$ cat config.mk
export PLATFORM = sky130hd
export DESIGN_NAME = en_colmix_keyadd_serial_flat
export DESIGN_NICKNAME = d
export VERILOG_FILES = /design/src/rtl/en_colmix_keyadd_serial_if.sv /design/src/rtl/en_colmix_keyadd_serial.sv /design/src/flat_wrapper.sv
export SDC_FILE = /design/constraint.sdc
export NUM_CORES = 1
export LEC_CHECK = 0
export ABC_AREA = 1
export CAP_MARGIN = 20
export CORE_ASPECT_RATIO = 1.75
export CORE_MARGIN = 5
export CORE_UTILIZATION = 52
export CTS_CLUSTER_DIAMETER = 80
export DETAILED_ROUTE_END_ITERATION = 8
export PLACE_DENSITY = 0.84
export SETUP_SLACK_MARGIN = 0.02
export SYNTH_ARGS = -nofsm -noshare
export SYNTH_HDL_FRONTEND = slang
export SYNTH_SLANG_ARGS = --single-unit
$ cat constraint.sdc
create_clock -name clk -period 2.8 [get_ports clk]
set_input_delay 0.56 -clock clk [delete_from_list [all_inputs] [get_ports clk]]
set_output_delay 0.56 -clock clk [all_outputs]
set_load 0.05 [all_outputs]
$ cat src/rtl/en_colmix_keyadd_serial_if.sv
// ---------------------------------------------------------------------------
// en_colmix_keyadd_serial_if
// Handshake and data bundle for the column-serial MixColumns/AddRoundKey
// block.
//   Upstream   : iValid, oReady, iBlockIn[127:0], iKeyValue[127:0], iLastRound
//   Downstream : oValid, iReady, oBlockout[127:0]
// Column layout on all 128-bit buses: column 0 = [127:96] ... column 3 = [31:0].
// The slave modport is the block's view; the master modport is the
// environment's view (drives the inputs, observes the outputs).
// ---------------------------------------------------------------------------
interface en_colmix_keyadd_serial_if;
  logic         iValid;
  logic         oReady;
  logic [127:0] iBlockIn;
  logic [127:0] iKeyValue;
  logic         iLastRound;
  logic         oValid;
  logic         iReady;
  logic [127:0] oBlockout;

  modport slave (
    input  iValid,
    input  iBlockIn,
    input  iKeyValue,
    input  iLastRound,
    input  iReady,
    output oReady,
    output oValid,
    output oBlockout
  );

  modport master (
    output iValid,
    output iBlockIn,
    output iKeyValue,
    output iLastRound,
    output iReady,
    input  oReady,
    input  oValid,
    input  oBlockout
  );
endinterface

$ cat src/rtl/en_colmix_keyadd_serial.sv
// ---------------------------------------------------------------------------
// en_colmix_keyadd_serial
// AES-128 MixColumns followed by AddRoundKey (out = MixColumns(in) ^ key),
// or AddRoundKey alone when the latched last-round flag is set.
// A single 32-bit column datapath is reused for the four columns, one column
// per clock, so a block takes four cycles after it is accepted.
//
// Ports:
//   clk    : clock, rising edge active
//   rst_n  : asynchronous reset, active low
//   bus    : en_colmix_keyadd_serial_if.slave
//            iValid/oReady + iBlockIn/iKeyValue/iLastRound  (input side)
//            oValid/iReady + oBlockout                      (output side)
// ---------------------------------------------------------------------------
module en_colmix_keyadd_serial (
  input  logic                           clk,
  input  logic                           rst_n,
  en_colmix_keyadd_serial_if.slave       bus
);

  typedef enum logic [1:0] {
    IDLE = 2'd0,
    BUSY = 2'd1,
    DONE = 2'd2
  } state_t;

  state_t       state_q, state_d;
  logic [1:0]   cnt_q, cnt_d;
  logic [127:0] blk_q, blk_d;
  logic [127:0] key_q, key_d;
  logic         last_q, last_d;
  logic [127:0] out_q, out_d;
  logic         rdyEn_q;

  logic         accept;
  logic [31:0]  colIn;
  logic [31:0]  colKey;
  logic [31:0]  colMix;
  logic [31:0]  colRes;

  // GF(2^8) doubling modulo x^8 + x^4 + x^3 + x + 1.
  function automatic logic [7:0] xtime(input logic [7:0] x);
    xtime = {x[6:0], 1'b0} ^ (x[7] ? 8'h1B : 8'h00);
  endfunction

  function automatic logic [7:0] mul3(input logic [7:0] x);
    mul3 = xtime(x) ^ x;
  endfunction

  // One MixColumns column; byte a0 sits in the top byte of the word.
  function automatic logic [31:0] mixColumn(input logic [31:0] col);
    logic [7:0] a0, a1, a2, a3;
    logic [7:0] b0, b1, b2, b3;
    a0 = col[31:24];
    a1 = col[23:16];
    a2 = col[15:8];
    a3 = col[7:0];
    b0 = xtime(a0) ^ mul3(a1) ^ a2        ^ a3;
    b1 = a0        ^ xtime(a1) ^ mul3(a2) ^ a3;
    b2 = a0        ^ a1        ^ xtime(a2) ^ mul3(a3);
    b3 = mul3(a0)  ^ a1        ^ a2        ^ xtime(a3);
    mixColumn = {b0, b1, b2, b3};
  endfunction

  // Pick the column the counter points at from the latched block and key.
  always_comb begin
    colIn  = blk_q[127:96];
    colKey = key_q[127:96];
    case (cnt_q)
      2'd0: begin colIn = blk_q[127:96]; colKey = key_q[127:96]; end
      2'd1: begin colIn = blk_q[95:64];  colKey = key_q[95:64];  end
      2'd2: begin colIn = blk_q[63:32];  colKey = key_q[63:32];  end
      2'd3: begin colIn = blk_q[31:0];   colKey = key_q[31:0];   end
      default: begin colIn = blk_q[127:96]; colKey = key_q[127:96]; end
    endcase
  end

  // The shared column datapath; the final round bypasses the mix.
  always_comb begin
    colMix = mixColumn(colIn);
    colRes = (last_q ? colIn : colMix) ^ colKey;
  end

  // Acceptance is held off until one edge after reset release so that the
  // ready output stays low while reset is applied.
  assign accept = (state_q == IDLE) && rdyEn_q && bus.iValid;

  // Next-state logic: latch on accept, write one column per BUSY cycle,
  // hold the finished block in DONE until the consumer takes it.
  always_comb begin
    state_d = state_q;
    cnt_d   = cnt_q;
    blk_d   = blk_q;
    key_d   = key_q;
    last_d  = last_q;
    out_d   = out_q;
    case (state_q)
      IDLE: begin
        if (accept) begin
          blk_d   = bus.iBlockIn;
          key_d   = bus.iKeyValue;
          last_d  = bus.iLastRound;
          cnt_d   = 2'd0;
          state_d = BUSY;
        end
      end
      BUSY: begin
        case (cnt_q)
          2'd0: out_d[127:96] = colRes;
          2'd1: out_d[95:64]  = colRes;
          2'd2: out_d[63:32]  = colRes;
          2'd3: out_d[31:0]   = colRes;
          default: out_d[127:96] = colRes;
        endcase
        // The counter parks at 3 when the block completes; only the IDLE
        // accept brings it back to 0.
        if (cnt_q == 2'd3) begin
          state_d = DONE;
        end else begin
          cnt_d = cnt_q + 2'd1;
        end
      end
      DONE: begin
        if (bus.iReady) begin
          state_d = IDLE;
        end
      end
      default: begin
        state_d = IDLE;
      end
    endcase
  end

  // State and data registers, all cleared by the asynchronous reset so an
  // interrupted block never surfaces as a valid result.
  always_ff @(posedge clk or negedge rst_n) begin
    if (!rst_n) begin
      state_q <= IDLE;
      cnt_q   <= 2'd0;
      blk_q   <= 128'h0;
      key_q   <= 128'h0;
      last_q  <= 1'b0;
      out_q   <= 128'h0;
      rdyEn_q <= 1'b0;
    end else begin
      state_q <= state_d;
      cnt_q   <= cnt_d;
      blk_q   <= blk_d;
      key_q   <= key_d;
      last_q  <= last_d;
      out_q   <= out_d;
      rdyEn_q <= 1'b1;
    end
  end

  assign bus.oReady    = rdyEn_q && (state_q == IDLE);
  assign bus.oValid    = (state_q == DONE);
  assign bus.oBlockout = out_q;

  // The last column write always leaves BUSY.
  assert property (@(posedge clk) disable iff (!rst_n)
    (state_q == BUSY && cnt_q == 2'd3) |=> (state_q == DONE));

  // A held result does not move while the consumer stalls.
  assert property (@(posedge clk) disable iff (!rst_n)
    (state_q == DONE && !bus.iReady) |=> (state_q == DONE && $stable(out_q)));

endmodule

$ cat src/flat_wrapper.sv
// flat-port wrapper written by rule: the top's interface ports become plain ports
module en_colmix_keyadd_serial_flat 
  (clk, rst_n, bus_iValid, bus_iBlockIn, bus_iKeyValue, bus_iLastRound, bus_iReady, bus_oReady, bus_oValid, bus_oBlockout);
  en_colmix_keyadd_serial_if bus_i ();
  input  logic clk;
  input  logic rst_n;
  input wire logic [$bits(bus_i.iValid)-1:0] bus_iValid;
  input wire logic [$bits(bus_i.iBlockIn)-1:0] bus_iBlockIn;
  input wire logic [$bits(bus_i.iKeyValue)-1:0] bus_iKeyValue;
  input wire logic [$bits(bus_i.iLastRound)-1:0] bus_iLastRound;
  input wire logic [$bits(bus_i.iReady)-1:0] bus_iReady;
  output wire logic [$bits(bus_i.oReady)-1:0] bus_oReady;
  output wire logic [$bits(bus_i.oValid)-1:0] bus_oValid;
  output wire logic [$bits(bus_i.oBlockout)-1:0] bus_oBlockout;
  assign bus_i.iValid = bus_iValid;
  assign bus_i.iBlockIn = bus_iBlockIn;
  assign bus_i.iKeyValue = bus_iKeyValue;
  assign bus_i.iLastRound = bus_iLastRound;
  assign bus_i.iReady = bus_iReady;
  assign bus_oReady = bus_i.oReady;
  assign bus_oValid = bus_i.oValid;
  assign bus_oBlockout = bus_i.oBlockout;
  en_colmix_keyadd_serial u_core (.clk(clk), .rst_n(rst_n), .bus(bus_i));
endmodule
# --- Word-level counts from Yosys, hierarchy flattened ---
# Index checks and enable logic that the tools add are counted.
# Widths: inputs -> output; s select.
op_classes:
  reduce_logical: 12
  add_sub_neg: 1
  n_eq_ne: 9
  mux: 14
  n_bitwise: 21
op_table:
  columns: ["op", "count"]
  rows:
  - ["$pmux 32 s4", 2]
  - ["$xor 8x8->8", 19]
  - ["$mux 32", 1]
  - ["$xor 32x32->32", 1]
  - ["$mux 5", 4]
  - ["$mux 2", 5]
  - ["$reduce_and 2->1", 5]
  - ["$xor 8x5->8", 1]
  - ["$eq 2x2->1 const B", 3]
  - ["$pmux 2 s3", 1]
  - ["$reduce_and 3->1", 2]
  - ["$eq 2x1->1 const B", 2]
  - ["$logic_not 2->1", 2]
  - ["$ne 2x1->1 const B", 2]
  - ["$ne 2x2->1 const B", 2]
  - ["$pmux 2 s2", 1]
  - ["$add 2x1->2 const B", 1]
  - ["$logic_and 1x1->1", 2]
  - ["$reduce_bool 2->1", 1]
word_totals:
  inputBits: 261
  reg_bits: 390
  output_inout_bits: 130

# --- Logic depth before layout (Yosys ltp) ---
# Gate-level depths: netlist of the first run.
logic_depth:
  word_depth: 10
  mapped_depth: 20

# --- Worst setup path before layout of the first run ---
# OpenSTA, ideal clock, no wires.
synth_path:
  kind: "register to register"
  start: "register u_core.state_q[0]"
  end: "register u_core.blk_q[10]"
  setup_time_ns: 0.078
  stages_incl_launch_ff: 7
  slack_ns: -0.117
  arrival_ns: 2.839
  synth_period_minus_slack_ns: 2.917
  cell_sequence: "dfrtp_1 nor3b_1 nand2_1 clkbuf_1 clkbuf_1 clkbuf_1 a21oi_1"
synth_via:
  elab_chain_len: 4
synth_rtl:
  columns: ["item", "line", "text"]
  rows:
  - ["start: declaration", "en_colmix_keyadd_serial.sv:27", "state_t state_q, state_d;"]
  - ["start signal: assignment", "en_colmix_keyadd_serial.sv:146", "state_q <= state_d;"]
  - ["$logic_not 2->1", null, null]
  - ["$logic_and 1x1->1", null, null]
  - ["named net bus_oReady", "flat_wrapper.sv:12", "output wire logic [$bits(bus_i.oReady)-1:0] bus_oReady;"]
  - ["$logic_and 1x1->1", "en_colmix_keyadd_serial.sv:86", "assign accept = (state_q == IDLE) && rdyEn_q && bus.iValid;"]
  - ["$reduce_and 2->1 (no source line)", null, null]
  - ["end signal: assignment", "en_colmix_keyadd_serial.sv:148", "blk_q <= blk_d;"]
  - ["end: declaration", "en_colmix_keyadd_serial.sv:29", "logic [127:0] blk_q, blk_d;"]
# The timed path passes the listed nets, and every way through them passes these cells.
# A chain may end at the register's enable or synchronous reset.

# --- Worst setup path in the final report of the first run ---
layout_path:
  start: "register u_core.cnt_q[0]"
  end: "register u_core.out_q[72], in the netlist u_core.bus.oBlockout[72]"
layout_via:
  elab_chain_len: 8
  word_cells_on_any_way: 17
  cone_classes: "3 x eq/ne; 5 x mux; 7 x bitwise; 2 x reduce/logical"
layout_rtl:
  columns: ["item", "line", "text"]
  rows:
  - ["start: declaration", "en_colmix_keyadd_serial.sv:28", "logic [1:0] cnt_q, cnt_d;"]
  - ["start signal: assignment", "en_colmix_keyadd_serial.sv:147", "cnt_q <= cnt_d;"]
  - ["$eq 2x2->1, or another cell as far along", "en_colmix_keyadd_serial.sv:69", "case (cnt_q)"]
  - ["$pmux 32 s4", "en_colmix_keyadd_serial.sv:69", null]
  - ["$mux 5", "en_colmix_keyadd_serial.sv:43", "xtime = {x[6:0], 1'b0} ^ (x[7] ? 8'h1B : 8'h00);"]
  - ["$xor 8x8->8", "en_colmix_keyadd_serial.sv:43", null]
  - ["$xor 8x8->8, on equally long branches", "en_colmix_keyadd_serial.sv:60, en_colmix_keyadd_serial.sv:47", null]
  - ["$xor 8x8->8", "en_colmix_keyadd_serial.sv:60", "b2 = a0 ^ a1 ^ xtime(a2) ^ mul3(a3);"]
  - ["$mux 32", "en_colmix_keyadd_serial.sv:81", "colRes = (last_q ? colIn : colMix) ^ colKey;"]
  - ["$xor 32x32->32", "en_colmix_keyadd_serial.sv:81", null]
  - ["end signal: assignment", "en_colmix_keyadd_serial.sv:151", "out_q <= out_d;"]
  - ["end: declaration", "en_colmix_keyadd_serial.sv:32", "logic [127:0] out_q, out_d;"]
# Parallel ways exist; a longest one is shown, timed or not.

==> results of run 1 <==
-- registers in the layout, summed over array words and instances (netlist names) --
signal,flops
u_core.blk_q,128
u_core.bus.oBlockout,128
u_core.cnt_q,2
u_core.key_q,128
u_core.last_q,1
u_core.rdyEn_q,1
u_core.state_q,2
-- cell usage after synthesis (5+ instances only) --
master    instances
nand2_1         846
dfrtp_1         390
nand3_1         255
mux2_2          246
inv_1            72
nor2_1           56
clkbuf_1         55
o22ai_1          33
a22o_1           32
a21oi_1          19
inv_2            17
buf_2            13
buf_1            12
nor2_2           11
nor2_4           10
o21ai_1           9
buf_6             8
buf_4             7
o21ai_0           6
a21o_1            5
ha_1              5
nand2_2           5
xnor2_1           5
-- through the flow --
step	cell area [sq um]	setup TNS, ns
4_1_cts	25800	0
3_3_place_gp	24400	-3.59
2_1_floorplan	19400	0
3_5_place_dp	24400	-6.58
6_report	26300	0
5_1_grt	26300	-0.233
-- kinds of logic after synthesis --
family / Yosys count
muxes: 246
other: 1
DFF: 390
AOI/OAI and AO/OA: 122
adders and majority gates: 5
and+or+nand+nor: 1194
xor gates and xnor gates: 9
buffers and inverters: 187
-- worst max-delay path, cell delays in order (launching register included) --
cell     delay [ns]
dfrtp_2        0.46
inv_4          0.11
ha_4           0.19
buf_12         0.15
buf_12         0.12
nand2_1        0.07
nand2_1        0.12
nor2_4         0.06
nor2_8         0.19
buf_4          0.19
xnor2_2        0.15
buf_4          0.17
nand2_1        0.05
nand3_1        0.11
a21o_1         0.26
nand3_1        0.13
nand2_1        0.10
-- final cells by class --
cell class | count | area, sq um | share of cell area, %
Antenna cell | 8 | 20.0 | 0.0763
Clock buffer | 49 | 1030 | 3.93
Clock inverter | 12 | 169 | 0.643
Inverter | 91 | 375 | 1.43
Multi-Input combinational cell | 1577 | 9160 | 34.9
Sequential cell | 390 | 9760 | 37.2
Tap cell | 475 | 594 | 2.26
Timing Repair Buffer | 518 | 5130 | 19.5
Timing Repair inverter | 1 | 8.76 | 0.0334
-- final timing paths --
path | startpoint | to | slack (ns) | depth (start not counted)
min in group clk | u_core.bus.oBlockout[45] | u_core.bus.oBlockout[45] | 0.48 | 2
setup / recovery | u_core.cnt_q[0] | u_core.bus.oBlockout[72] | 0.09 | 16
hold reg to reg | u_core.bus.oBlockout[45] | u_core.bus.oBlockout[45] | 0.48 | 2
max in group asynchronous | rst_n | u_core.bus.oBlockout[125] | 1.87 | 2
setup reg to reg | u_core.cnt_q[0] | u_core.bus.oBlockout[72] | 0.09 | 16
hold / removal | rst_n | u_core.blk_q[76] | 0.02 | 1
-- per-layer routing --
metal  up-vias  share of wire (%)  GRT usage (%)
li1       8031                  -              -
met1      8654                 33           35.6
met2       976                 51           54.8
met3       261                6.7           4.15
met4         0                8.9           23.7
met5         -                  0              0
-- layout by cell type, fill, tap and decap left out, drive strengths merged --
cell type,Yosys,routed
nand2,851,851
dfrtp,390,390
clkdlybuf4s50,0,388
nand3,256,256
mux2,246,246
buf,41,127
inv,90,91
nor2,78,78
clkbuf,55,51
o22ai,37,37
a22o,32,32
a21oi,24,24
o21ai,16,16
diode,0,8
clkinv,1,6
bufinv,0,5
a21o,5,5
ha,5,5
xnor2,5,5
xor2,4,4
nand4,3,3
o21bai,3,3
or2,3,3
nand3b,2,2
clkinvlp,0,2
a21boi,2,2
o31ai,1,1
nor3b,1,1
a31oi,1,1
o21a,1,1
dlymetal6s2s,0,1
conb,1,1
-- repair_timing --
item | in CTS | in global routing
setup buffers | 5 | 15
gates resized for setup | 29 | 65
pin swaps | 2 | 15
gates cloned | 0 | 3
setup endpoints to repair | 76 | 127
==> results.sh, run 1 <==
export IMPL_postSynthCellCount=2154
export IMPL_grt_start_max_net_pins=83
export IMPL_dp_slack_ns=-0.379
export IMPL_place_congestion=0.992
export IMPL_arrival_ns=3.17
export IMPL_first_global_vias=18400
export IMPL_num_vias=17900
export IMPL_routedWlPerCell_microns=22.0
export IMPL_final_antenna_net_count=0
export IMPL_finalClockSkew_ns=0.0167
export IMPL_grt_usage_pct=31.8
export IMPL_io_pins=391
export IMPL_synth_edf_count=0
export IMPL_netlist_cell_type_count=47
export IMPL_status="complete, no violations"
export IMPL_grt_pass1_wl_microns=102000
export IMPL_postLayoutSetupSlackWorst_ns=0.0886
export IMPL_cp_start_kind="flip-flop"
export IMPL_period_needed_ns=2.71
export IMPL_yosys_area_share_adder_pct=0.323
export IMPL_dp_cells=3029
export IMPL_synth_area_top_cells="dfrtp_1 (50%), nand2_1 (16%), mux2_2 (14%)"
export IMPL_crit_required_ns=3.26
export IMPL_die_y_microns=265
export IMPL_num_rows=93
export IMPL_cts_root_buf="clkbuf_16"
export IMPL_ctsLongestPathBuffers=3
export IMPL_final_max_slew_viol_count=0
export IMPL_synthFlopType="dfrtp_1"
export IMPL_rsz0062_at_grt="true"
export IMPL_synthXorXnorAreaFrac_pct=0.484
export IMPL_ys_seq_area_share_pct=50.4
export IMPL_criticalPathCategory="flip-flop to flip-flop"
export IMPL_yosys_area_share_simple_pct=25.6
export IMPL_routed_wl_microns=68600
export IMPL_clock_sinks=390
export IMPL_async_flop_share_pct=100
export IMPL_dr_first_iter_drc_count=1334
export IMPL_cts_clk_slew_worst_paths_ns=0.06
export IMPL_muxShareOfSynthArea_pct=14.3
export IMPL_ys_ff_latch=390
export IMPL_synth_top_family_by_area="simple AND/OR/NAND/NOR gates"
export IMPL_overflow=0
export IMPL_hpwl_microns=50900
export IMPL_synth_top_area_share_pct=50.4
export IMPL_hp_class="input port to asynchronous set/reset pin"
export IMPL_synth_compound_area_share_pct=4.61
export IMPL_htreeDepth=2
export IMPL_max_slew_worst_pin_slew_ns=0.903
export IMPL_firstDrtPassIters=8
export IMPL_nets=2882
export IMPL_avgViaCountPerCell=5.74
export IMPL_drive_gt1_share_pct=21.6
export IMPL_synth_nets=2420
export IMPL_core_sq_um=36900
export IMPL_dieWidth_microns=156
export IMPL_synth_largest_area_cell="dfrtp_1"
export IMPL_start_util_pct=52.5
export IMPL_cts_made_buffers=37
export IMPL_post_route_period_util_pct=96.8
export IMPL_holdWs_ns=0.0237
export IMPL_setup_viol=0
export IMPL_postCtsHoldBufs=0
export IMPL_max_freq_mhz=369
export IMPL_clkLatencyLatePin_ns=0.53
export IMPL_maxCapViolCount=0
export IMPL_cts_tree="yes"
export IMPL_antenna_found_initial=8
export IMPL_netlist_area_sq_um=19400
export IMPL_num_fill_cells=2632
export IMPL_io_buffers=390
export IMPL_instances_no_fill=3121
export IMPL_avgSynthCellArea_sq_um=8.99
export IMPL_area_growth_pct=35.5
export IMPL_fin_util_pct=71.2
export IMPL_slew_headroom_pct=39.1
export IMPL_crit_fanout=7
export IMPL_dieArea_sq_um=41400
export IMPL_drc=0
export IMPL_end_kind="flip-flop"
export IMPL_hold_violations=0
export IMPL_ys_warnings_count=0
Power of run 1 is not shown: default switching activity piles up to over one toggle a cycle in this logic, so the estimate is an artifact.
==> run 2: changes to the inputs <==
--- a/config.mk
+++ b/config.mk
@@ -5,7 +5,6 @@
 export SDC_FILE = /design/constraint.sdc
 export NUM_CORES = 1
 export LEC_CHECK = 0
-export ABC_AREA = 1
 export CAP_MARGIN = 20
 export CORE_ASPECT_RATIO = 1.75
 export CORE_MARGIN = 5
==> results.sh, run 2 <==
export IMPL_arrival_ns=3.62
export IMPL_dieWidth_microns=154
export IMPL_postSynthCellCount=1682
export IMPL_grt_busiest_layer="met2"
export IMPL_cts_root_buf="clkbuf_16"
export IMPL_hold_violations=0
export IMPL_num_vias=16000
export IMPL_maxCapViolCount=0
export IMPL_synthFlopType="dfrtp_1"
export IMPL_final_max_slew_viol_count=0
export IMPL_crit_fanout=6
export IMPL_cts_tree="yes"
export IMPL_r2r_end="u_core.bus.oBlockout[115]"
export IMPL_core_sq_um=36000
export IMPL_avgViaCountPerCell=5.85
export IMPL_max_freq_mhz=315
export IMPL_synth_nets=1948
export IMPL_netlist_area_sq_um=18900
export IMPL_start_util_pct=52.5
export IMPL_seq_area_sq_um=9760
export IMPL_synth_top_area_share_pct=51.6
export IMPL_dieArea_sq_um=40400
export IMPL_finalClockSkew_ns=0.0131
export IMPL_holdPathEnd="u_core.bus.oBlockout[111]"
export IMPL_clkLatencyLatePin_ns=0.53
export IMPL_timing_rr_start="u_core.cnt_q[1]"
export IMPL_dpl_instance_area_sq_um=24700
export IMPL_netlist_cell_type_count=45
export IMPL_die_y_microns=262
export IMPL_nets=2502
export IMPL_slew_headroom_pct=54.7
export IMPL_final_common_cell="clkdlybuf4s50_1"
export IMPL_place_congestion=0.930
export IMPL_postLayoutSetupSlackWorst_ns=-0.377
export IMPL_drive_gt1_share_pct=31.8
export IMPL_fin_util_pct=76.7
export IMPL_io_buffers=390
export IMPL_clock_sinks=390
export IMPL_reg2reg_slack_ns=-0.38
export IMPL_drc=0
export IMPL_first_global_vias=16500
export IMPL_async_flop_share_pct=100
export IMPL_overflow=0
export IMPL_period_needed_ns=3.18
export IMPL_grt_usage_pct=30.5
export IMPL_synth_edf_count=0
export IMPL_reg2reg_depth=12
export IMPL_antenna_found_initial=8
export IMPL_synth_largest_area_cell="dfrtp_1"
export IMPL_crit_required_ns=3.24
export IMPL_cts_made_buffers=36
export IMPL_post_route_period_util_pct=113
export IMPL_violations="negative setup slack"
export IMPL_cp_start_kind="flip-flop"
export IMPL_htreeDepth=2
export IMPL_ys_ff_latch=390
export IMPL_synth_area_top_cells="dfrtp_1 (52%), mux2_2 (14%), xnor2_1 (5.7%)"
export IMPL_firstDrtPassIters=9
export IMPL_grt_pass1_wl_microns=95500
export IMPL_hold_depth=2
export IMPL_setup_viol=120
export IMPL_routedWlPerCell_microns=24.1
export IMPL_met3_usage_pct=3.71
export IMPL_grt_util_met1_pct=33.9
export IMPL_hp_class="flip-flop to flip-flop"
export IMPL_num_fill_cells=2205
export IMPL_io_pins=391
export IMPL_synth_common_cells="dfrtp_1 (390), mux2_2 (228), nand2_1 (188), o21ai_0 (158), xnor2_1 (124)"
export IMPL_avgSynthCellArea_sq_um=11.2
export IMPL_num_rows=92
export IMPL_rsz0062_at_grt="true"
export IMPL_mostFrequentLayoutCells="clkdlybuf4s50_1 (389), dfrtp_1 (387), mux2_2 (224)"
export IMPL_cts_clk_slew_worst_paths_ns=0.06
export IMPL_ys_seq_area_share_pct=51.6
export IMPL_criticalPathCategory="flip-flop to flip-flop"
export IMPL_grt_start_max_net_pins=89
export IMPL_max_slew_worst_pin_slew_ns=0.661
export IMPL_yosysMostFrequentCell="dfrtp_1"
export IMPL_area_growth_pct=46.2
export IMPL_cp_startpoint="u_core.cnt_q[1]"
export IMPL_use_met2_pct=54.8
export IMPL_dr_first_iter_drc_count=1427
export IMPL_ctsLongestPathBuffers=3
export IMPL_routed_wl_microns=66000
export IMPL_multi_input_area_sq_um=9720
export IMPL_hpwl_microns=47600
export IMPL_fin_area_sq_um=27600
export IMPL_final_antenna_net_count=0
export IMPL_end_kind="flip-flop"
export IMPL_ys_warnings_count=0
export IMPL_status="complete, but fails checks"
export IMPL_hp_start="u_core.bus.oBlockout[111]"
run 2: cell count changes after synthesis, sizes merged, moves of 32 or more:
| cell | change |
|---|---|
| a21oi | +41 |
| a222oi | +64 |
| a22o | -32 |
| clkbuf | +51 |
| inv | -51 |
| mux2i | +42 |
| nand2 | -663 |
| nand3 | -247 |
| o21ai | +153 |
| o22ai | -37 |
| xnor2 | +119 |
| xor2 | +55 |
run 2: timing repair:
item | 4_1_cts | 5_1_grt
resized for setup | 147 | 156
gates cloned | 1 | 2
setup endpoints to repair | 125 | 128
endpoints found under the hold margin | 55 | 0
hold buffers | 1 | 0
pin swaps | 66 | 74
setup buffers | 30 | 33
run 2: how the worst max path moves through the flow:
stage                           endpoint  slack [ns]  cells past startpoint
6_report       u_core.bus.oBlockout[115]       -0.38                     12
5_1_grt        u_core.bus.oBlockout[115]       -0.40                     12
4_1_cts        u_core.bus.oBlockout[115]       -0.27                     12
3_5_place_dp    u_core.bus.oBlockout[36]       -0.48                     11
3_3_place_gp    u_core.bus.oBlockout[19]       -0.39                     11
2_1_floorplan  u_core.bus.oBlockout[124]       -0.07                     10
run 2: layer usage:
metal / share of wire (%) / wire length [microns] / up-vias
met5: 0 / 0 / -
met4: 8.5 / 5590 / 0
met3: 5.6 / 3720 / 255
met2: 52 / 34600 / 813
met1: 33 / 22100 / 7905
li1: - / - / 7022
run 2: critical path, stage by stage (launching register included):
cell      delay, ns
dfrtp_2        0.44
inv_2          0.08
ha_4           0.19
buf_12         0.14
buf_12         0.13
a222oi_1       0.63
buf_4          0.24
nand2_2        0.05
a21boi_4       0.14
or3_1          0.37
a211oi_2       0.18
and4bb_4       0.30
a21oi_4        0.17
run 2: layout make-up:
class,instances,share of cell area [%]
clock inverters,8,0.276
inverters,40,0.589
well taps,470,2.13
multi-input cells,1126,35.2
clock buffers,49,3.73
diodes,9,0.0815
repair buffers,641,22.6
flip-flops and latches,390,35.3
repair inverters,1,0.0317
run 2: stage by stage:
| stage | cells | setup TNS (ns) | worst slack, ns | hold WS (ns) |
|---|---|---|---|---|
| 2_1_floorplan | 1682 | -0.355 | -0.0705 | 0.264 |
| 3_3_place_gp | 2602 | -17.64 | -0.395 | 0.461 |
| 3_5_place_dp | 2602 | -25.73 | -0.476 | 0.469 |
| 4_1_cts | 2691 | -16.52 | -0.266 | 0.482 |
| 5_1_grt | 2733 | -33.29 | -0.405 | 0.502 |
| 6_report | 2734 | -23.21 | -0.377 | 0.476 |
run 2: cells by family (layout without fill, tap and decap cells):
group           after synthesis  after routing  synth area share [%]
other cells                   1             10                0.0198
mux                         270            270                  15.8
buf+inv                     166            739                  3.42
simple gates                307            307                  6.97
xor+xnor                    196            196                  10.0
fa+ha+maj                     5              5                 0.331
compound gates              347            347                  11.8
flops                       390            390                  51.6
Power of run 2 is left out for the same reason.
